### src/rtl/response_uart_tx_pkg.sv
// rtl/response_uart_tx_pkg.sv - shared FSM encodings and defaults for the response UART transmitter
package response_uart_tx_pkg;

    localparam int DEFAULT_CLKS_PER_BIT = 868;

    typedef enum logic [2:0] {
        ST_IDLE  = 3'd0,
        ST_START = 3'd1,
        ST_DATA  = 3'd2,
        ST_STOP  = 3'd3,
        ST_DONE  = 3'd4
    } tx_state_t;

endpackage

### src/rtl/response_uart_tx_if.sv
// rtl/response_uart_tx_if.sv - response byte handshake and UART line status bundle
interface response_uart_tx_if;
    logic       ready_to_read;
    logic [7:0] dataIn;
    logic       tx;
    logic       busy;
    logic       tx_done;

    modport master (
        output ready_to_read,
        output dataIn,
        input  tx,
        input  busy,
        input  tx_done
    );

    modport slave (
        input  ready_to_read,
        input  dataIn,
        output tx,
        output busy,
        output tx_done
    );
endinterface

### src/rtl/response_uart_tx_baud_counter.sv
// rtl/response_uart_tx_baud_counter.sv - per-bit cycle counter, pulses bit_tick on terminal count
module uart_baud_counter
    import response_uart_tx_pkg::*;
#(
    parameter int CLKS_PER_BIT = DEFAULT_CLKS_PER_BIT
) (
    input  logic clock,
    input  logic computer_ack_reset,
    input  logic clear,
    input  logic enable,
    output logic bit_tick
);
    localparam int CNT_W = $clog2(CLKS_PER_BIT);
    localparam logic [CNT_W-1:0] TERMINAL = CNT_W'(CLKS_PER_BIT - 1);

    logic [CNT_W-1:0] count;

    assign bit_tick = enable && (count == TERMINAL);

    // Holds its value outside a frame; only clear or an enabled tick returns it to zero.
    always_ff @(posedge clock or posedge computer_ack_reset) begin
        if (computer_ack_reset) begin
            count <= '0;
        end else if (clear) begin
            count <= '0;
        end else if (enable) begin
            if (bit_tick) begin
                count <= '0;
            end else begin
                count <= count + CNT_W'(1);
            end
        end
    end
endmodule

### src/rtl/response_uart_tx.sv
// rtl/response_uart_tx.sv - sends one captured response byte as an 8N1 UART frame per acknowledge
module response_uart_tx
    import response_uart_tx_pkg::*;
#(
    parameter int CLKS_PER_BIT = DEFAULT_CLKS_PER_BIT
) (
    input  logic                clock,
    input  logic                computer_ack_reset,
    response_uart_tx_if.slave   bus
);
    tx_state_t  state;
    logic       rtr_q;
    logic [7:0] shift;
    logic [2:0] bit_idx;
    logic       tx_q;
    logic       busy_q;
    logic       tx_done_q;
    logic       start_cond;
    logic       baud_clear;
    logic       baud_enable;
    logic       bit_tick;

    assign start_cond  = bus.ready_to_read & ~rtr_q;
    assign baud_clear  = (state == ST_IDLE) && start_cond;
    assign baud_enable = (state == ST_START) || (state == ST_DATA) || (state == ST_STOP);

    uart_baud_counter #(
        .CLKS_PER_BIT (CLKS_PER_BIT)
    ) u_baud (
        .clock              (clock),
        .computer_ack_reset (computer_ack_reset),
        .clear              (baud_clear),
        .enable             (baud_enable),
        .bit_tick           (bit_tick)
    );

    // rtr_q resets low, so a level already high at reset release starts a frame.
    always_ff @(posedge clock or posedge computer_ack_reset) begin
        if (computer_ack_reset) begin
            state     <= ST_IDLE;
            rtr_q     <= 1'b0;
            shift     <= 8'h00;
            bit_idx   <= 3'd0;
            tx_q      <= 1'b1;
            busy_q    <= 1'b0;
            tx_done_q <= 1'b0;
        end else begin
            rtr_q <= bus.ready_to_read;
            case (state)
                ST_IDLE: begin
                    if (start_cond) begin
                        shift  <= bus.dataIn;
                        state  <= ST_START;
                        tx_q   <= 1'b0;
                        busy_q <= 1'b1;
                    end
                end
                ST_START: begin
                    if (bit_tick) begin
                        state   <= ST_DATA;
                        bit_idx <= 3'd0;
                        tx_q    <= shift[0];
                    end
                end
                ST_DATA: begin
                    if (bit_tick) begin
                        shift   <= {1'b0, shift[7:1]};
                        bit_idx <= bit_idx + 3'd1;
                        // Next bit is driven from shift[1] since the shift lands this same edge.
                        if (bit_idx == 3'd7) begin
                            state <= ST_STOP;
                            tx_q  <= 1'b1;
                        end else begin
                            tx_q  <= shift[1];
                        end
                    end
                end
                ST_STOP: begin
                    if (bit_tick) begin
                        state     <= ST_DONE;
                        tx_q      <= 1'b1;
                        busy_q    <= 1'b0;
                        tx_done_q <= 1'b1;
                    end
                end
                ST_DONE: begin
                    tx_q <= 1'b1;
                end
                default: begin
                    state <= ST_IDLE;
                end
            endcase
        end
    end

    assign bus.tx      = tx_q;
    assign bus.busy    = busy_q;
    assign bus.tx_done = tx_done_q;
endmodule

### src/flat_wrapper.sv
// flat-port wrapper written by rule: the top's interface ports become plain ports
module response_uart_tx_flat import response_uart_tx_pkg::*;
#(
    parameter int CLKS_PER_BIT = DEFAULT_CLKS_PER_BIT
)
  (clock, computer_ack_reset, bus_ready_to_read, bus_dataIn, bus_tx, bus_busy, bus_tx_done);
  response_uart_tx_if bus_i ();
  input  logic clock;
  input  logic computer_ack_reset;
  input wire logic [$bits(bus_i.ready_to_read)-1:0] bus_ready_to_read;
  input wire logic [$bits(bus_i.dataIn)-1:0] bus_dataIn;
  output wire logic [$bits(bus_i.tx)-1:0] bus_tx;
  output wire logic [$bits(bus_i.busy)-1:0] bus_busy;
  output wire logic [$bits(bus_i.tx_done)-1:0] bus_tx_done;
  assign bus_i.ready_to_read = bus_ready_to_read;
  assign bus_i.dataIn = bus_dataIn;
  assign bus_tx = bus_i.tx;
  assign bus_busy = bus_i.busy;
  assign bus_tx_done = bus_i.tx_done;
  response_uart_tx #(.CLKS_PER_BIT(CLKS_PER_BIT)) u_core (.clock(clock), .computer_ack_reset(computer_ack_reset), .bus(bus_i));
endmodule
### config.mk
export PLATFORM = sky130hd
export DESIGN_NAME = response_uart_tx_flat
export DESIGN_NICKNAME = d
export VERILOG_FILES = /design/src/rtl/response_uart_tx_pkg.sv /design/src/rtl/response_uart_tx_if.sv /design/src/rtl/response_uart_tx_baud_counter.sv /design/src/rtl/response_uart_tx.sv /design/src/flat_wrapper.sv
export SDC_FILE = /design/constraint.sdc
export NUM_CORES = 1
export LEC_CHECK = 0
export CELL_PAD_IN_SITES_DETAIL_PLACEMENT = 0
export CELL_PAD_IN_SITES_GLOBAL_PLACEMENT = 1
export CORE_MARGIN = 3
export CORE_UTILIZATION = 23
export CTS_CLUSTER_DIAMETER = 60
export DETAILED_ROUTE_END_ITERATION = 10
export HOLD_SLACK_MARGIN = 0.05
export PLACE_DENSITY_LB_ADDON = 0.2
export SYNTH_ARGS = -nofsm -noshare
export SYNTH_HDL_FRONTEND = slang
export SYNTH_SLANG_ARGS = --single-unit
### constraint.sdc
create_clock -name clock -period 2.7 [get_ports clock]
set_clock_uncertainty 0.15 [all_clocks]
set_input_delay 0.54 -clock clock [delete_from_list [all_inputs] [get_ports clock]]
set_output_delay 0.54 -clock clock [all_outputs]
set_load 0.005 [all_outputs]
=== Yosys cells after proc, flatten, opt, wreduce, memory -nomap -nowiden ===
Index checks and enable logic that the tools add are counted.

* Flip-flop bits (word level): 28
* Input port bits: 11
* Output and inout port bits: 3
* Logic and storage cells: 64

* Add/sub/neg operators: 2
* Eq/ne operators: 11
* Mux-type cells: 24
* Bitwise gates (word level): 3
* Reductions and logical operators: 16

{| class="wikitable"
|+ Operators with widths
! operator !! count
|-
| 10-bit 2-to-1 mux || 3
|-
| 3-bit 2-to-1 mux || 7
|-
| 8-bit 2-to-1 mux || 2
|-
| 8-bit one-hot mux with 2 select lines || 1
|-
| 3-bit one-hot mux with 5 select lines || 1
|-
| 10-bit by 1-bit adder with 10-bit output, second input constant || 1
|-
| 10-bit equality test, second input constant || 1
|-
| 3-bit AND reduction || 3
|-
| 2-bit by 1-bit != test with 1-bit output, second input constant || 4
|-
| 2-bit nonzero test || 4
|-
| 1-bit 2-to-1 mux || 7
|-
| 3-bit by 2-bit equality test with 1-bit output, second input constant || 2
|-
| 3-bit equality test, second input constant || 2
|-
| 3-bit one-hot mux with 2 select lines || 1
|-
| 6-bit AND reduction || 1
|-
| 1-bit one-hot mux with 5 select lines || 1
|-
| 5-bit AND reduction || 1
|-
| 5-bit nonzero test || 1
|-
| 3-bit by 1-bit adder with 3-bit output, second input constant || 1
|-
| 3-bit by 1-bit equality test with 1-bit output, second input constant || 1
|-
| 3-bit logical NOT || 1
|-
| 1-bit logical AND || 2
|-
| 1-bit logical OR || 2
|-
| 2-bit != test, second input constant || 1
|-
| other kinds (4) || 5
|}

=== Logic depth before layout (Yosys ltp) ===
* Word-level depth: 7
* Depth in mapped cells: 6
* Depth with buffers taken out: 6

=== Cells and area by module ===
A second synthesis with hierarchy kept.

* Cells, all modules: 132
* Area, all modules: 1471.4 µm²

{| class="wikitable"
|+ Modules (own cells, without submodules)
! module !! instances !! cells each !! area each (µm²) !! sequential area each (µm²)
|-
| response_uart_tx || 1 || 76 || 914.6 || 451.7
|-
| uart_baud_counter || 1 || 56 || 556.8 || 250.2
|}

=== Worst setup path before layout ===
Ideal clock, no wire load.

* Path kind: input port to flip-flop
* Start point: in bus_ready_to_read
* End point: reg u_core.shift[0]
* Setup time: 0.125 ns
* Data arrival time: 1.571 ns
* Required time: 2.425 ns
* Setup slack: 0.854 ns
* Stages: 4
* Buffers on the path: 0
* Path through: nand2b_1 -> nor4_1 -> a21oi_2 -> mux2_2

* Cells in the longest elaborated chain, start to end: 3

{| class="wikitable"
|+ RTL lines
! what !! line !! text
|-
| start, declared || flat_wrapper.sv:10 || <nowiki>input wire logic [$bits(bus_i.ready_to_read)-1:0] bus_ready_to_read;</nowiki>
|-
| 1-bit bitwise AND || response_uart_tx.sv:23 || <nowiki>assign start_cond = bus.ready_to_read & ~rtr_q;</nowiki>
|-
| 2-bit by 1-bit != test with 1-bit output (no line) || - ||
|-
| 3-bit AND reduction (no line) || - ||
|-
| end signal, assigned || response_uart_tx.sv:52 || <nowiki>shift <= bus.dataIn;</nowiki>
|-
| end signal, assigned || response_uart_tx.sv:67 || <nowiki>shift <= {1'b0, shift[7:1]};</nowiki>
|-
| end, declared || response_uart_tx.sv:13 || <nowiki>logic [7:0] shift;</nowiki>
|}

No other way between the ends.
A chain may end at the register's enable or synchronous reset.

=== Worst setup path in the final report ===
* Start point: reg u_core.state[1]
* End point: reg u_core.shift[6]

* Cells in the longest elaborated chain, start to end: 6
* Elaborated cells between the ends (all ways): 12
* Classes of those cells: eq/ne: 5; mux: 1; reduce/logical: 6

{| class="wikitable"
|+ RTL lines
! what !! line !! text
|-
| start, declared || response_uart_tx.sv:11 || <nowiki>tx_state_t state;</nowiki>
|-
| start signal, assigned || response_uart_tx.sv:40 || <nowiki>state <= ST_IDLE;</nowiki>
|-
| start signal, assigned || response_uart_tx.sv:53 || <nowiki>state <= ST_START;</nowiki>
|-
| start signal, assigned || response_uart_tx.sv:60 || <nowiki>state <= ST_DATA;</nowiki>
|-
| 3-bit by 1-bit equality test with 1-bit output / 3-bit by 2-bit equality test with 1-bit output (equally long branches) || response_uart_tx.sv:25, response_uart_tx.sv:49 ||
|-
| 1-bit logical OR (2 in series) || response_uart_tx.sv:25 || <nowiki>assign baud_enable = (state == ST_START) || (state == ST_DATA) || (state == ST_STOP);</nowiki>
|-
| 1-bit logical AND || response_uart_tx_baud_counter.sv:18 || <nowiki>assign bit_tick = enable && (count == TERMINAL);</nowiki>
|-
| 2-bit by 1-bit != test with 1-bit output (no line) || - ||
|-
| 3-bit AND reduction (no line) || - ||
|}

Several ways; a longest one is shown, not always the timed one.

==> metrics <==
Die Wd=85.85 um; share of cells above drive strength 1=around a fifth; Resized Gates After CTS=0; Slew headroom=45.45%; final setup vio count=0; CTS max path bufs=2; Worst Tran Pin Value=0.8152 ns; Initial Utilization=24.19%; Max stage delay on crit path=0.62 ns; Setup crit end kind=register; critical path's top delay family=multiplexers; fillers=638; Final Wtd Congestion=0.7864; ys flop type=dfrtp_1; post-synthesis xor/xnor area fraction=5.375%; VDD IR max=0.2659 mV; CTS buffer count=3; routed wire length=3175 um; Post-synth EDFFs=0; yosys synthesis warning count=0; Post-Synthesis Cell Area=1466 um2; post-placement worst setup slack=~0.36 ns; Clk pin slew, worst setup/hold paths=0.10 ns; grt total ovfl=0; Pre-antenna DRT Iters=4; most frequent cells in the layout=dfrtp_1, mux2_2, nor2_1, clkdlybuf4s50_1, xnor2_1; Max Cap Viol=0; drt initial violations=35; gr usage total=a little under a tenth; most used cell, CP=mux2_2; RSZ-0062 raised after global routing=no; CP Depth=4; Core Rows=28; CORE AREA=a little over 6000 um2; Post-Synth Simple-Gate Area=between 15 and 20%; vias in the first global route=1153; Remaining DRCs=0; Syn-to-layout area delta=20.73%; hold path depth=1; fmax=476.9 MHz; largest net degree at the start of global routing=29; Ports=14; vias per inst=about 4.7; pwr/cell area=roughly 730 nW/um2; Synth Net Count=150; CTS tree=built; port bufs=13; largest family of logic cells by synthesized area=simple AND/OR/NAND/NOR gates; Netlist cell types=35; Final Max Tran Viols=0; top cells by area, synth=dfrtp_1, mux2_2, xnor2_1; outcome=finished clean; Worst path slowest cell=dfrtp_1; Net Sw Frac=30.14%; Power Total=between 1 and 1.5 mW; Vias=1067; Routed WL per cell=between 10 and 15 um; die area=7369 um2; share of the synthesized area in the top cell type=46.08%; most common cell after layout, fill and taps aside=dfrtp_1; Int Pwr=907.9 uW; nets@finish=167; mux cell area share after synthesis=a little over a tenth; post-synthesis compound-gate area fraction=13.48%; Mapped Cells=136; DRT antenna net count=0; Die Y=~86 um; Avg Cell Area, Syn=around 11 um2; Hold Crit Class=register to register; CP max FO=13; Seq/Total Area, Yosys=47.87%; antenna diode count=0; register bit total from synthesis=28; Crit Path Category=register to register; antenna violations before repair=0; Leakage Power=0.7287 nW; Post-synth ARST share=100.0%; H-tree depth=1; Synth area leader=dfrtp_1; cell breakdown of the critical path=nand2b_1, nor2_2, mux2_2, mux2_2; Flop pwr share=~50%; Setup TNS Final=0 ns; Final period util=77.67%; Post-CTS Setup Bufs=0; final hold vios=0; Req. time, crit path=2.71 ns; Num Clock Sinks=28; CTS Root Cell=clkbuf_8; first-pass GRT wire length=between 5000 and 6000 um; hold buffers post-CTS=0; clock share of power=25.3%; Post-Synth Adder-Cell Area=2.560%; Arrival @ worst endpoint=around 2.1 ns; hpwl dp=between 2000 and 2500 um; worst skew pair latency=0.27 ns; Worst Reg-to-Reg Cells=4; min Tclk post-route=~2.1 ns; P_sw=391.7 uW; final worst slack=0.6030 ns; number of buffer and inverter stages on the critical path=0; Comb power frac=24.6%; Setup crit start kind=register
-- cell usage after synthesis (2+ instances only) --
cell,n
a2111oi_0,2
a211oi_1,5
a21oi_1,5
a22o_1,3
buf_2,2
clkbuf_1,3
dfrtp_1,27
ha_1,3
inv_1,6
mux2_2,14
nand2_1,6
nand2b_1,2
nand3_1,6
nand4_1,2
nand4b_1,2
nor2_1,14
nor3_1,4
nor4_1,3
o21ai_0,2
o21bai_1,2
or3_4,2
xnor2_1,8
-- sequential cells by signal, summed over array words and instances, names as in the netlist --
signal               count
u_core.bus.tx_done       1
u_core.state             3
u_core.bit_idx           3
u_core.bus.tx            1
u_core.bus.busy          1
u_core.rtr_q             1
u_core.shift             8
u_core.u_baud.count     10
-- per-layer routing --
metal  up-vias  global-route usage, %  part of all wire (%)
met5         -                      0                     0
met4         0                  1.727                  0.79
met3         2                  2.786                   3.3
met2        17                  16.31                    49
met1       518                  12.07                    47
li1        530                      -                     -
-- cells by family after synthesis --
kind of cell / count (synthesis)
simple gates: 45
flops: 28
compound gates: 26
mux: 14
buf+inv: 11
xor+xnor: 9
fa+ha+maj: 3
-- stage by stage --
step	cells	utilization (%)	hold WS (ns)	area, um2
after global routing	227	29.21	0.3830	1770
final	227	29.21	0.3373	1770
after floorplan	136	-	0.3106	1466
after CTS	227	29.21	0.3420	1770
after global placement	223	28.03	0.3119	1699
after detailed placement	223	28.03	0.3174	1699
-- power by group through the flow --
stage | combinational [mW] | sequential (mW) | clock [mW]
after detailed placement | 0.324 | 0.658 | 0
after floorplan | 0.250 | 0.624 | 0
after global placement | 0.315 | 0.660 | 0
after CTS | 0.326 | 0.651 | 0.346
final | 0.319 | 0.652 | 0.328
after global routing | 0.359 | 0.669 | 0.362
-- layout make-up --
type,count,area [um2],share of cell area [%]
Multi-Input combinational cell,97,720.7,40.71
Tap cell,75,93.84,5.300
Inverter,6,22.52,1.272
Clock buffer,3,41.29,2.332
Clock inverter,1,30.03,1.696
Sequential cell,28,701.9,39.65
Timing Repair Buffer,17,160.2,9.046
-- worst reg2reg max path, delay by kind of cell (launching register included) --
kind             cells  cell delay (ns)
multiplexers         2             0.64
flip-flops           1             0.62
AND/OR/NAND/NOR      2             0.58
-- final timing paths --
path / from / to / slack (ns)
worst min register to register: u_core.bus.tx_done / u_core.bus.tx_done / 0.34
worst max-delay path: u_core.state[1] / u_core.shift[6] / 0.60
worst max register to register: u_core.state[1] / u_core.shift[6] / 0.60
worst min-delay path: u_core.bus.tx_done / u_core.bus.tx_done / 0.34
min in group asynchronous: computer_ack_reset / u_core.state[1] / 0.48
max in group asynchronous: computer_ack_reset / u_core.bus.tx / 1.61
No activity file was read; power rests on OpenSTA's default activity.
